File: src/rtl/ocx_dlx_xlx_if_core.sv
// GT transceiver bring-up sequencer between the OpenCAPI DLX and the Xilinx GT wizard.
// Sequences GT resets, retries a stuck RX datapath, releases the DLX and qualifies per-lane RX valid.
module ocx_dlx_xlx_if_core #(
    parameter int RESET_HOLD  = 16,
    parameter int RX_TIMEOUT  = 4096,
    parameter int RX_DP_PULSE = 8
) (
    input  logic       clk_156_25MHz,
    input  logic       hb_gtwiz_reset_all_in,
    input  logic       opt_gckn,
    input  logic       ocde,
    output logic       gtwiz_reset_all_out,
    output logic       gtwiz_reset_rx_datapath_out,
    input  logic       gtwiz_reset_tx_done_in,
    input  logic       gtwiz_reset_rx_done_in,
    input  logic       gtwiz_buffbypass_tx_done_in,
    input  logic       gtwiz_buffbypass_rx_done_in,
    input  logic       gtwiz_userclk_tx_active_in,
    input  logic       gtwiz_userclk_rx_active_in,
    output logic       dlx_reset,
    output logic [7:0] io_pb_o0_rx_init_done,
    input  logic [7:0] pb_io_o0_rx_run_lane,
    input  logic       send_first,
    input  logic       ln0_rx_valid_in,
    input  logic       ln1_rx_valid_in,
    input  logic       ln2_rx_valid_in,
    input  logic       ln3_rx_valid_in,
    input  logic       ln4_rx_valid_in,
    input  logic       ln5_rx_valid_in,
    input  logic       ln6_rx_valid_in,
    input  logic       ln7_rx_valid_in,
    output logic       ln0_rx_valid_out,
    output logic       ln1_rx_valid_out,
    output logic       ln2_rx_valid_out,
    output logic       ln3_rx_valid_out,
    output logic       ln4_rx_valid_out,
    output logic       ln5_rx_valid_out,
    output logic       ln6_rx_valid_out,
    output logic       ln7_rx_valid_out
);

    localparam int HW = (RESET_HOLD  > 1) ? $clog2(RESET_HOLD)  : 1;
    localparam int TW = (RX_TIMEOUT  > 1) ? $clog2(RX_TIMEOUT)  : 1;
    localparam int PW = (RX_DP_PULSE > 1) ? $clog2(RX_DP_PULSE) : 1;

    localparam logic [HW-1:0] HOLD_LAST = HW'(RESET_HOLD - 1);
    localparam logic [TW-1:0] TO_LAST   = TW'(RX_TIMEOUT - 1);
    localparam logic [PW-1:0] DP_LAST   = PW'(RX_DP_PULSE - 1);

    typedef enum logic [2:0] {
        ST_RESET     = 3'd0,
        ST_WAIT_TX   = 3'd1,
        ST_WAIT_RX   = 3'd2,
        ST_RX_DP_RST = 3'd3,
        ST_RUN       = 3'd4
    } state_t;

    state_t          state;
    state_t          state_nx;
    logic [HW-1:0]   hold_cnt;
    logic [TW-1:0]   rx_timer;
    logic [PW-1:0]   dp_cnt;
    logic            ocde_meta;
    logic            ocde_sync;
    logic            tx_ok;
    logic            rx_ok;
    logic [7:0]      valid_in;
    logic [7:0]      valid_q;
    logic            unused_gckn;

    assign unused_gckn = opt_gckn;

    assign tx_ok = gtwiz_reset_tx_done_in & gtwiz_buffbypass_tx_done_in & gtwiz_userclk_tx_active_in;
    assign rx_ok = gtwiz_reset_rx_done_in & gtwiz_buffbypass_rx_done_in & gtwiz_userclk_rx_active_in;

    assign valid_in = {ln7_rx_valid_in, ln6_rx_valid_in, ln5_rx_valid_in, ln4_rx_valid_in,
                       ln3_rx_valid_in, ln2_rx_valid_in, ln1_rx_valid_in, ln0_rx_valid_in};

    // Card reset synchronizer; left unreset so a card already up is seen right after hb reset.
    always_ff @(posedge clk_156_25MHz) begin
        ocde_meta <= ocde;
        ocde_sync <= ocde_meta;
    end

    // Next-state decode; ocde beats link drop, which beats timeout, which beats rx_ok.
    always_comb begin
        state_nx = state;
        if (!ocde_sync) begin
            state_nx = ST_RESET;
        end else begin
            case (state)
                ST_RESET: begin
                    if (hold_cnt == HOLD_LAST) state_nx = ST_WAIT_TX;
                    else                       state_nx = ST_RESET;
                end
                ST_WAIT_TX: begin
                    if (tx_ok) state_nx = ST_WAIT_RX;
                    else       state_nx = ST_WAIT_TX;
                end
                ST_WAIT_RX: begin
                    if (rx_timer == TO_LAST) state_nx = ST_RX_DP_RST;
                    else if (rx_ok)          state_nx = ST_RUN;
                    else                     state_nx = ST_WAIT_RX;
                end
                ST_RX_DP_RST: begin
                    if (dp_cnt == DP_LAST) state_nx = ST_WAIT_RX;
                    else                   state_nx = ST_RX_DP_RST;
                end
                ST_RUN: begin
                    if (!(tx_ok && rx_ok)) state_nx = ST_RESET;
                    else                   state_nx = ST_RUN;
                end
                default: state_nx = ST_RESET;
            endcase
        end
    end

    // State register, dwell counters and outputs decoded from the state being entered.
    always_ff @(posedge clk_156_25MHz or posedge hb_gtwiz_reset_all_in) begin
        if (hb_gtwiz_reset_all_in) begin
            state                       <= ST_RESET;
            hold_cnt                    <= {HW{1'b0}};
            rx_timer                    <= {TW{1'b0}};
            dp_cnt                      <= {PW{1'b0}};
            gtwiz_reset_all_out         <= 1'b1;
            gtwiz_reset_rx_datapath_out <= 1'b0;
            dlx_reset                   <= 1'b1;
            io_pb_o0_rx_init_done       <= 8'h00;
            valid_q                     <= 8'h00;
        end else begin
            state    <= state_nx;
            hold_cnt <= (state == ST_RESET && state_nx == ST_RESET && ocde_sync)
                        ? hold_cnt + HW'(1) : {HW{1'b0}};
            rx_timer <= (state == ST_WAIT_RX && state_nx == ST_WAIT_RX)
                        ? rx_timer + TW'(1) : {TW{1'b0}};
            dp_cnt   <= (state == ST_RX_DP_RST && state_nx == ST_RX_DP_RST)
                        ? dp_cnt + PW'(1) : {PW{1'b0}};
            gtwiz_reset_all_out         <= (state_nx == ST_RESET);
            gtwiz_reset_rx_datapath_out <= (state_nx == ST_RX_DP_RST);
            dlx_reset <= !((state_nx == ST_RUN) ||
                           (send_first && (state_nx == ST_WAIT_RX || state_nx == ST_RX_DP_RST)));
            // Lanes qualify one cycle after RUN is entered and drop on the edge RUN is left.
            io_pb_o0_rx_init_done <= (state == ST_RUN && state_nx == ST_RUN)
                                     ? pb_io_o0_rx_run_lane : 8'h00;
            valid_q <= valid_in & io_pb_o0_rx_init_done;
        end
    end

    assign ln0_rx_valid_out = valid_q[0];
    assign ln1_rx_valid_out = valid_q[1];
    assign ln2_rx_valid_out = valid_q[2];
    assign ln3_rx_valid_out = valid_q[3];
    assign ln4_rx_valid_out = valid_q[4];
    assign ln5_rx_valid_out = valid_q[5];
    assign ln6_rx_valid_out = valid_q[6];
    assign ln7_rx_valid_out = valid_q[7];

endmodule

File: config.mk
export PLATFORM = sky130hd
export DESIGN_NAME = ocx_dlx_xlx_if_core
export DESIGN_NICKNAME = d
export VERILOG_FILES = /design/src/rtl/ocx_dlx_xlx_if_core.sv
export SDC_FILE = /design/constraint.sdc
export NUM_CORES = 1
export LEC_CHECK = 0
export ABC_AREA = 0
export ABC_CLOCK_PERIOD_IN_PS = 1600
export CAP_MARGIN = 5
export CORE_AREA = 2 2 81 83
export DETAILED_ROUTE_END_ITERATION = 6
export DIE_AREA = 0 0 83 85
export GPL_TIMING_DRIVEN = 0
export HOLD_SLACK_MARGIN = 0.02
export PLACE_DENSITY = 0.6
export SYNTH_ARGS = -nofsm -noshare
export SYNTH_HDL_FRONTEND = slang
export SYNTH_SLANG_ARGS = --single-unit
export TNS_END_PERCENT = 20
File: constraint.sdc
create_clock -name clk_156_25MHz -period 1.6 [get_ports clk_156_25MHz]
set_input_delay 0.24 -clock clk_156_25MHz [delete_from_list [all_inputs] [get_ports clk_156_25MHz]]
set_output_delay 0.24 -clock clk_156_25MHz [all_outputs]
set_load 0.1 [all_outputs]
==> out/metrics.yaml, run 1 <==
run_status:
  outcome: "finished, violations left"
  failed_checks: "negative setup slack"
synth:
  syn-cell-area_um2: 1783
  synth.top_cell.area_share: 0.5474
  ys_types: 36
  ys_seq_elements: 43
  yosysTopAreaCell: "dfrtp_1"
  synth_compound_area_frac: 0.05053
  syn_area_per_cell_um2: 11.58
  synth_edf_count: 0
  synth_warnings: 0
  synth_top_family_by_area: "simple AND/OR/NAND/NOR gates"
  yosysMostFrequentCell: "dfrtp_1"
  synth_area_leaders: "dfrtp_1, and2_1, nor2_1, xnor2_1, dfstp_2"
  synthAdderAreaFrac: 0.02807
  seq_area_frac_synth: 0.5993
  ys_top_cells_by_count: "dfrtp_1, nor2_1, and2_1, nand3_1, xnor2_1"
  yosys_most_used_dff: "dfrtp_1"
  synthMuxAreaShare: 0
  synth_simple_gate_area_share: 0.2435
  async_reset_ff_frac: 0.9535
  synthesis.instances: 154
  syn_nets: 185
  synth_xor_area_frac: 0.05895
power:
  power.total_mw: 2.199
  ir_drop_mv: 0.4457
  power.density_nw_per_um2: 832.6
  power_leakage_nw: 1.130
cells_and_area:
  multi_input_area_um2: 770.7
  nets: 246
  drive_gt1_frac: 0.3056
  area_growth_pct: 48.14
  fin_cells: 293
  seq_area_um2: 1076
  diodes: 0
  n_fill_cell: 586
timing:
  timing.final.crit_share: 1.019
  slew_viol_final: 0
  final-setup-viol-count: 1
  worstMarginPinSlew_ns: 0.8194
  skew_ns: 0.008701
  rsz0062_at_grt: "yes"
  hold_violations: 0
  setup_slack_ns: -0.02991
  slew_headroom: 0.4529
  max_freq_mhz: 613.5
  holdWs_ns: 0.3331
  fin_crit_ns: 1.630
place:
  place_inst: 275
  port_buffers: 44
  dp_slack_ns: -0.4399
  dp_hpwl_um: 2545
  gp_congestion: 0.7397
die:
  start_util: 0.2874
  num_rows: 29
  chipWidth_um: 83
  die_h_um: 85
  ioPinCount: 46
  die-area_um2: 7055
  core_area_um2: 6205
detailed_routing:
  dr.pass1.iters: 4
  via_count: 1325
  drc_errors: 0
  drtIter0Drc: 87
  wl_met2_um: 1880
  wire_per_inst_um: 12.62
  highest_layer: "met4"
  met3_length_um: 284
  post_drt_via_cell_ratio: 4.522
  final_antenna_net_count: 0
  totalWireLength_um: 3698
  wl_met1_um: 1493
worst_setup_path:
  worst-path-max-fanout: 6
  required_ns: 1.79
  reg2reg_depth: 4
  start_kind: "register"
  criticalPathCategory: "register to register"
  arrival_ns: 1.82
  cp-end-kind: "register"
clock_network:
  cts_tree: "yes"
  root_buffer: "clkbuf_8"
  cts.hold.buffers_added: 0
  ctsLongestPathBuffers: 2
  clk_pin_slew_ns: 0.08
  clock_sinks: 43
  numCtsBuffers: 5
  clk-insertion-delay-late_ns: 0.30
  h-tree-depth: 2
global_route:
  grt_max_degree: 42
  grt_first_pass_wirelength_um: 6306
  grt-ovfl-total: 0
  grt_pass1_vias: 1377
  grtUsageTotal: 0.1129
  antenna_found_initial: 0
flow_run:
  drv_cap: 0
worst_hold_path:
  whs_path_depth: 0
  hp-class: "register to register"
[cell families after synthesis]
| group | Yosys count |
|---|---|
| flops | 43 |
| fa+ha+maj | 4 |
| compound gates | 12 |
| simple gates | 76 |
| xor+xnor | 12 |
| buf+inv | 7 |
[final cells by class]
class / instances / area share
Sequential cell: 43 / 0.4074
Clock inverter: 2 / 0.02274
Buffer: 2 / 0.008527
Multi-Input combinational cell: 104 / 0.2918
Tap cell: 77 / 0.03648
Inverter: 5 / 0.007106
Clock buffer: 6 / 0.02748
Timing Repair Buffer: 54 / 0.1985
[critical path, cell delays in order, from the launching register on]
cell,delay (ns)
dfrtp_2,0.46
or3b_4,0.42
nor4_4,0.21
a21oi_2,0.13
nor4_1,0.31
[routing by layer]
| metal | track usage | vias up |
|---|---|---|
| met5 | 0 | - |
| met4 | 0.02683 | 0 |
| met3 | 0.05545 | 4 |
| met2 | 0.1848 | 36 |
| met1 | 0.1345 | 641 |
| li1 | - | 644 |
[placed cells by master, fill, tap and decap left out, types with 2 or more instances in the layout]
master           Yosys  routed
nand3_1              8       6
inv_1                5       4
and2_1              18      17
buf_4                0       9
ha_1                 4       3
dfxtp_1              2       2
clkdlybuf4s50_1      0      25
and3_1               3       3
nor3_1               4       3
bufinv_16            0       2
nand4_1              4       4
nand2_1              4       4
dfstp_2              2       2
nor2_1              23      20
xor2_1               4       4
xnor2_1              8       8
buf_2                1       2
dfrtp_2              0       6
nor2_2               0       3
o31ai_1              2       2
clkdlybuf4s15_2      0      16
buf_6                1       3
a21oi_1              2       2
nor4b_2              0       2
clkbuf_8             0       5
dfrtp_1             39      33
[path summary, 6_finish.rpt]
kind	from	end	slack [ns]
min in group asynchronous	hb_gtwiz_reset_all_in	valid_q[0]$_DFF_PP0_	0.43
hold / removal	ocde_meta$_DFF_P_	ocde_sync$_DFF_P_	0.33
max in group asynchronous	hb_gtwiz_reset_all_in	state[0]$_DFF_PP0_	0.61
hold reg to reg	ocde_meta$_DFF_P_	ocde_sync$_DFF_P_	0.33
setup reg to reg	state[0]$_DFF_PP0_	dp_cnt[0]$_DFF_PP0_	-0.03
setup / recovery	state[0]$_DFF_PP0_	dp_cnt[0]$_DFF_PP0_	-0.03
[where the power goes]
group	internal (mW)	total, mW	switching (mW)
Combinational	0.0619	0.102	0.0401
Clock	0.624	0.997	0.374
Sequential	1.09	1.10	0.00567
Total	1.78	2.20	0.419
[metrics by stage]
| stage | TNS, ns | area [µm²] | util |
|---|---|---|---|
| 2_1_floorplan | -0.2486 | 1783 | - |
| 3_3_place_gp | -27.52 | 2320 | 0.3739 |
| 5_1_grt | -0.7132 | 2641 | 0.4257 |
| 4_1_cts | -0.1404 | 2510 | 0.4045 |
| 3_5_place_dp | -9.023 | 2320 | 0.3739 |
| 6_report | -0.02991 | 2641 | 0.4257 |
[sequential cells by signal, summed over array words and instances, names as in the netlist]
register and count:
rx_timer 12, io_pb_o0_rx_init_done 8, valid_q 8, hold_cnt 4, dp_cnt 3, state 3, dlx_reset 1, gtwiz_reset_all_out 1
gtwiz_reset_rx_datapath_out 1, ocde_meta 1, ocde_sync 1
[repair_timing]
action	4_1_cts	5_1_grt
gates resized for setup	70	22
setup endpoints to repair	43	23
pin swaps	1	4
buffers inserted	0	9
endpoints found under the hold margin	0	0
cloned	0	1
No activity file was read; power rests on OpenSTA's default activity.
==> inputs of run 2 (changes only) <==
- CAP_MARGIN: 5 -> 0
- CTS_BUF_LIST: default -> sky130_fd_sc_hd__clkbuf_16
==> out/metrics.yaml, run 2 (synthesized netlist as in run 1, its figures left out) <==
run_status:
  outcome: "finished, violations left"
  failed_checks: "negative setup slack"
flow_run:
  drv_cap: 0
die:
  die_h_um: 85
  ioPinCount: 46
  start_util: 0.2874
  num_rows: 29
  chipWidth_um: 83
  die-area_um2: 7055
  core_area_um2: 6205
timing:
  timing.final.crit_share: 1.018
  final-setup-viol-count: 1
  holdWs_ns: 0.3275
  slew_viol_final: 0
  setup_tns_ns: -0.02868
  slew_headroom: 0.4525
  skew_ns: 0.005338
  fin_crit_ns: 1.629
  setup_slack_ns: -0.02868
  rsz0062_at_grt: "yes"
  worstMarginPinSlew_ns: 0.8200
  hold_violations: 0
  max_freq_mhz: 614.0
global_route:
  grt_pass1_vias: 1381
  grt_max_degree: 42
  antenna_found_initial: 0
  grtUsageTotal: 0.1104
  grt-ovfl-total: 0
  grt_first_pass_wirelength_um: 6251
cells_and_area:
  largest_registers: "rx_timer x12, io_pb_o0_rx_init_done x8, valid_q x8"
  final_common_cell: "dfrtp_1"
  drive_gt1_frac: 0.2427
  top_register: "rx_timer"
  most-common-layout-cells: "dfrtp_1, clkdlybuf4s50_1, nor2_1"
  fin_cells: 283
  final_util: 0.4213
  diodes: 0
  nets: 236
  final_area_um2: 2614
  largest_reg_flops: 12
  area_growth_pct: 46.60
detailed_routing:
  totalWireLength_um: 3553
  via_count: 1273
  wire_per_inst_um: 12.55
  dr.pass1.iters: 3
  final_antenna_net_count: 0
  drc_errors: 0
  post_drt_via_cell_ratio: 4.498
  drtIter0Drc: 49
power:
  power_leakage_nw: 1.118
  ir_drop_mv: 0.6204
  power.total_mw: 2.487
  power.density_nw_per_um2: 951.3
worst_setup_path:
  worst-path-max-fanout: 9
  cp_num_buf_inv: 0
  reg2reg_depth: 4
  crit_chain: "or3b_4 -> nor4_4 -> a21oi_2 -> nor4_1"
  cp-end-kind: "register"
  start_kind: "register"
  crit_cells: 4
  cp_slowest_cell: "dfrtp_2"
  cpPeakStageDelay_ns: 0.46
  cp_top_family: "simple AND/OR/NAND/NOR gates"
  required_ns: 1.77
  criticalPathCategory: "register to register"
  arrival_ns: 1.80
place:
  gp_congestion: 0.7397
  port_buffers: 44
  dp_hpwl_um: 2545
  dp_slack_ns: -0.4399
  placed_area_um2: 2320
  place_inst: 275
clock_network:
  clock_sinks: 43
  clk_pin_slew_ns: 0.06
  clk-insertion-delay-late_ns: 0.28
  cts_tree: "yes"
  cts.hold.buffers_added: 0
  h-tree-depth: 2
  root_buffer: "clkbuf_16"
  numCtsBuffers: 5
  ctsLongestPathBuffers: 2
  postCtsSetupRepairBufs: 0
worst_hold_path:
  whs_path_depth: 0
  hp-class: "register to register"
[run 2: cell types whose count changed in the layout (fill, tap and decap cells not counted), sizes merged]
cell / previous run / this run
clkbuf: 7 / 5
inv: 5 / 6
clkdlybuf4s15: 16 / 19
buf: 14 / 2
[run 2: path summary, 6_finish.rpt]
path | start | to | slack, ns
min in group asynchronous | hb_gtwiz_reset_all_in | valid_q[0]$_DFF_PP0_ | 0.45
worst min register to register | ocde_meta$_DFF_P_ | ocde_sync$_DFF_P_ | 0.33
worst min-delay path | ocde_meta$_DFF_P_ | ocde_sync$_DFF_P_ | 0.33
max in group asynchronous | hb_gtwiz_reset_all_in | state[0]$_DFF_PP0_ | 0.58
worst max register to register | state[0]$_DFF_PP0_ | dp_cnt[0]$_DFF_PP0_ | -0.03
worst max-delay path | state[0]$_DFF_PP0_ | dp_cnt[0]$_DFF_PP0_ | -0.03
[run 2: area by class of cell]
cell class,count,area (µm²)
clock buffer,5,125.1
fill,591,3591
inverter,5,18.77
multi-input combinational,104,749.5
buffer,2,22.52
clock inverter,3,63.81
sequential,43,1074
timing repair buffer,44,464.2
tap,77,96.34
[run 2: power breakdown]
group	total [mW]	leakage, nW	switching, mW	internal (mW)
registers	1.10	0.574	0.00569	1.10
clock network	1.28	0.0952	0.395	0.888
logic	0.102	0.449	0.0402	0.0619
[run 2: repair_timing]
action | CTS | global route
pin swaps | 1 | 1
setup endpoints to repair | 43 | 24
gates resized for setup | 67 | 8
[run 2: worst register-to-register path, stage by stage (launching register included)]
cell     delay [ns]
dfrtp_2        0.46
or3b_4         0.42
nor4_4         0.21
a21oi_2        0.13
nor4_1         0.30
[run 2: metal layers]
metal  vias to the layer above  global-route usage  wire, µm
met5                         -                   0         0
met4                         0             0.03130        29
met3                         4             0.04377       225
met2                        29              0.1848      1827
met1                       616              0.1328      1470
li1                        624                   -         -
==> inputs of run 3 (changes only) <==
- CORE_AREA: 2 2 81 83 -> 2 2 66 100
- DIE_AREA: 0 0 83 85 -> 0 0 68 102
- PLACE_DENSITY: 0.6 -> 0.61
- SKIP_CTS_REPAIR_TIMING: default -> 1
==> out/metrics.yaml, run 3 (synthesized netlist as in run 1, its figures left out) <==
detailed_routing:
  dr.pass1.iters: 4
  via_count: 1292
  wire_per_inst_um: 12.15
  post_drt_via_cell_ratio: 4.582
  totalWireLength_um: 3426
  drc_errors: 0
  drtIter0Drc: 36
  final_antenna_net_count: 0
timing:
  slew_viol_final: 0
  rsz0062_at_grt: "yes"
  timing.final.crit_share: 1.019
  setup_slack_ns: -0.03008
  worstMarginPinSlew_ns: 0.8301
  max_freq_mhz: 613.5
  skew_ns: 0.003446
  holdWs_ns: 0.3270
  hold_violations: 0
  final-setup-viol-count: 3
  slew_headroom: 0.4458
  fin_crit_ns: 1.630
worst_setup_path:
  worst-path-max-fanout: 9
  cp_slowest_cell: "dfrtp_2"
  crit_chain: "or3b_4 -> nor4_4 -> o21ai_2 -> nor4_1"
  cp-end-kind: "register"
  start_kind: "register"
  arrival_ns: 1.81
  required_ns: 1.78
  criticalPathCategory: "register to register"
  cpPeakStageDelay_ns: 0.47
die:
  die-area_um2: 6936
  num_rows: 35
  ioPinCount: 46
  core_area_um2: 6043
  chipWidth_um: 68
  die_h_um: 102
  start_util: 0.2950
power:
  switchingPower_mw: 0.4310
  switching_share: 0.1861
  pwr-share-comb: 0.044
  pwr-share-seq: 0.476
  ir_drop_mv: 0.4350
  power_leakage_nw: 1.125
  clockPowerShare: 0.480
  power.density_nw_per_um2: 937.6
  p_int_mw: 1.885
global_route:
  grtUsageTotal: 0.1068
  grt_first_pass_wirelength_um: 5499
  antenna_found_initial: 0
  grt_pass1_vias: 1264
  grt-ovfl-total: 0
  grt_max_degree: 42
clock_network:
  h-tree-depth: 2
  root_buffer: "clkbuf_16"
  ctsLongestPathBuffers: 2
  numCtsBuffers: 5
  clk-insertion-delay-late_ns: 0.28
  clk_pin_slew_ns: 0.06
  cts_tree: "yes"
  clock_sinks: 43
run_status:
  failed_checks: "negative setup slack"
  outcome: "finished, violations left"
cells_and_area:
  final_common_cell: "dfrtp_1"
  drive_gt1_frac: 0.2404
  nets: 238
  top_register: "rx_timer"
  n_fill_cell: 595
  diodes: 0
  area_growth_pct: 38.53
  largest_reg_flops: 12
  largest_registers: "rx_timer x12, io_pb_o0_rx_init_done x8, valid_q x8"
  final_area_um2: 2470
  most-common-layout-cells: "dfrtp_1, clkdlybuf4s50_1, nor2_1"
place:
  port_buffers: 44
  dp_slack_ns: -0.3785
  dp_hpwl_um: 2437
  gp_congestion: 0.7674
  placed_area_um2: 2316
worst_hold_path:
  hp-class: "register to register"
flow_run:
  drv_cap: 0
## run 3: cell types whose count changed in the layout (fill, tap and decap cells not counted), sizes merged
cell,change
clkinv,+2
inv,-1
clkbuf,+19
buf,+2
bufinv,-1
clkdlybuf4s15,-19
## run 3: per-layer routing
layer	share of wire	vias to the layer above	global-route usage
met1	0.38	620	0.1159
met4	0.024	0	0.06615
met3	0.073	5	0.02974
met2	0.52	36	0.1792
met5	0	-	0
li1	-	631	-
## run 3: layout make-up
type	instances	area, µm²	area share
Timing Repair Buffer	46	360.3	0.1459
Clock inverter	3	38.79	0.01570
Inverter	5	18.77	0.007599
Buffer	2	22.52	0.009119
Sequential cell	43	1074	0.4347
Tap cell	74	92.59	0.03749
Multi-Input combinational cell	104	738.2	0.2989
Clock buffer	5	125.1	0.05066
## run 3: worst paths after layout
path                                            start                     to  slack [ns]  cells after the start
worst min register to register      ocde_meta$_DFF_P_      ocde_sync$_DFF_P_        0.33                      0
worst max-delay path               state[0]$_DFF_PP0_    dp_cnt[0]$_DFF_PP0_       -0.03                      4
worst min-delay path                ocde_meta$_DFF_P_      ocde_sync$_DFF_P_        0.33                      0
max in group asynchronous       hb_gtwiz_reset_all_in     state[0]$_DFF_PP0_        0.58                      2
min in group asynchronous       hb_gtwiz_reset_all_in  rx_timer[0]$_DFF_PP0_        0.44                      2
worst max register to register     state[0]$_DFF_PP0_    dp_cnt[0]$_DFF_PP0_       -0.03                      4
## run 3: critical path: cells and delay by family, from the launching register on
kind,cells,cell delay [ns]
DFF,1,0.47
and+or+nand+nor,3,0.90
AOI/OAI and AO/OA,1,0.16
## run 3: power by group through the flow
stage / Sequential, mW / Clock [mW] / Combinational (mW)
after floorplan: 1.12 / 0 / 0.0327
after detailed placement: 1.12 / 0 / 0.102
after CTS: 1.10 / 1.14 / 0.103
after global routing: 1.10 / 1.20 / 0.114
after global placement: 1.12 / 0 / 0.102
final: 1.10 / 1.11 / 0.102
## run 3: per-stage QoR
step	TNS (ns)	util	cells	total power [mW]
finish	-0.07338	0.4087	282	2.316
global route	-0.3554	0.4087	282	2.414
global placement	-26.45	0.3832	272	1.223
CTS	-12.19	0.4104	280	2.345
floorplan	-0.2486	-	154	1.153
detailed placement	-8.038	0.3832	272	1.224
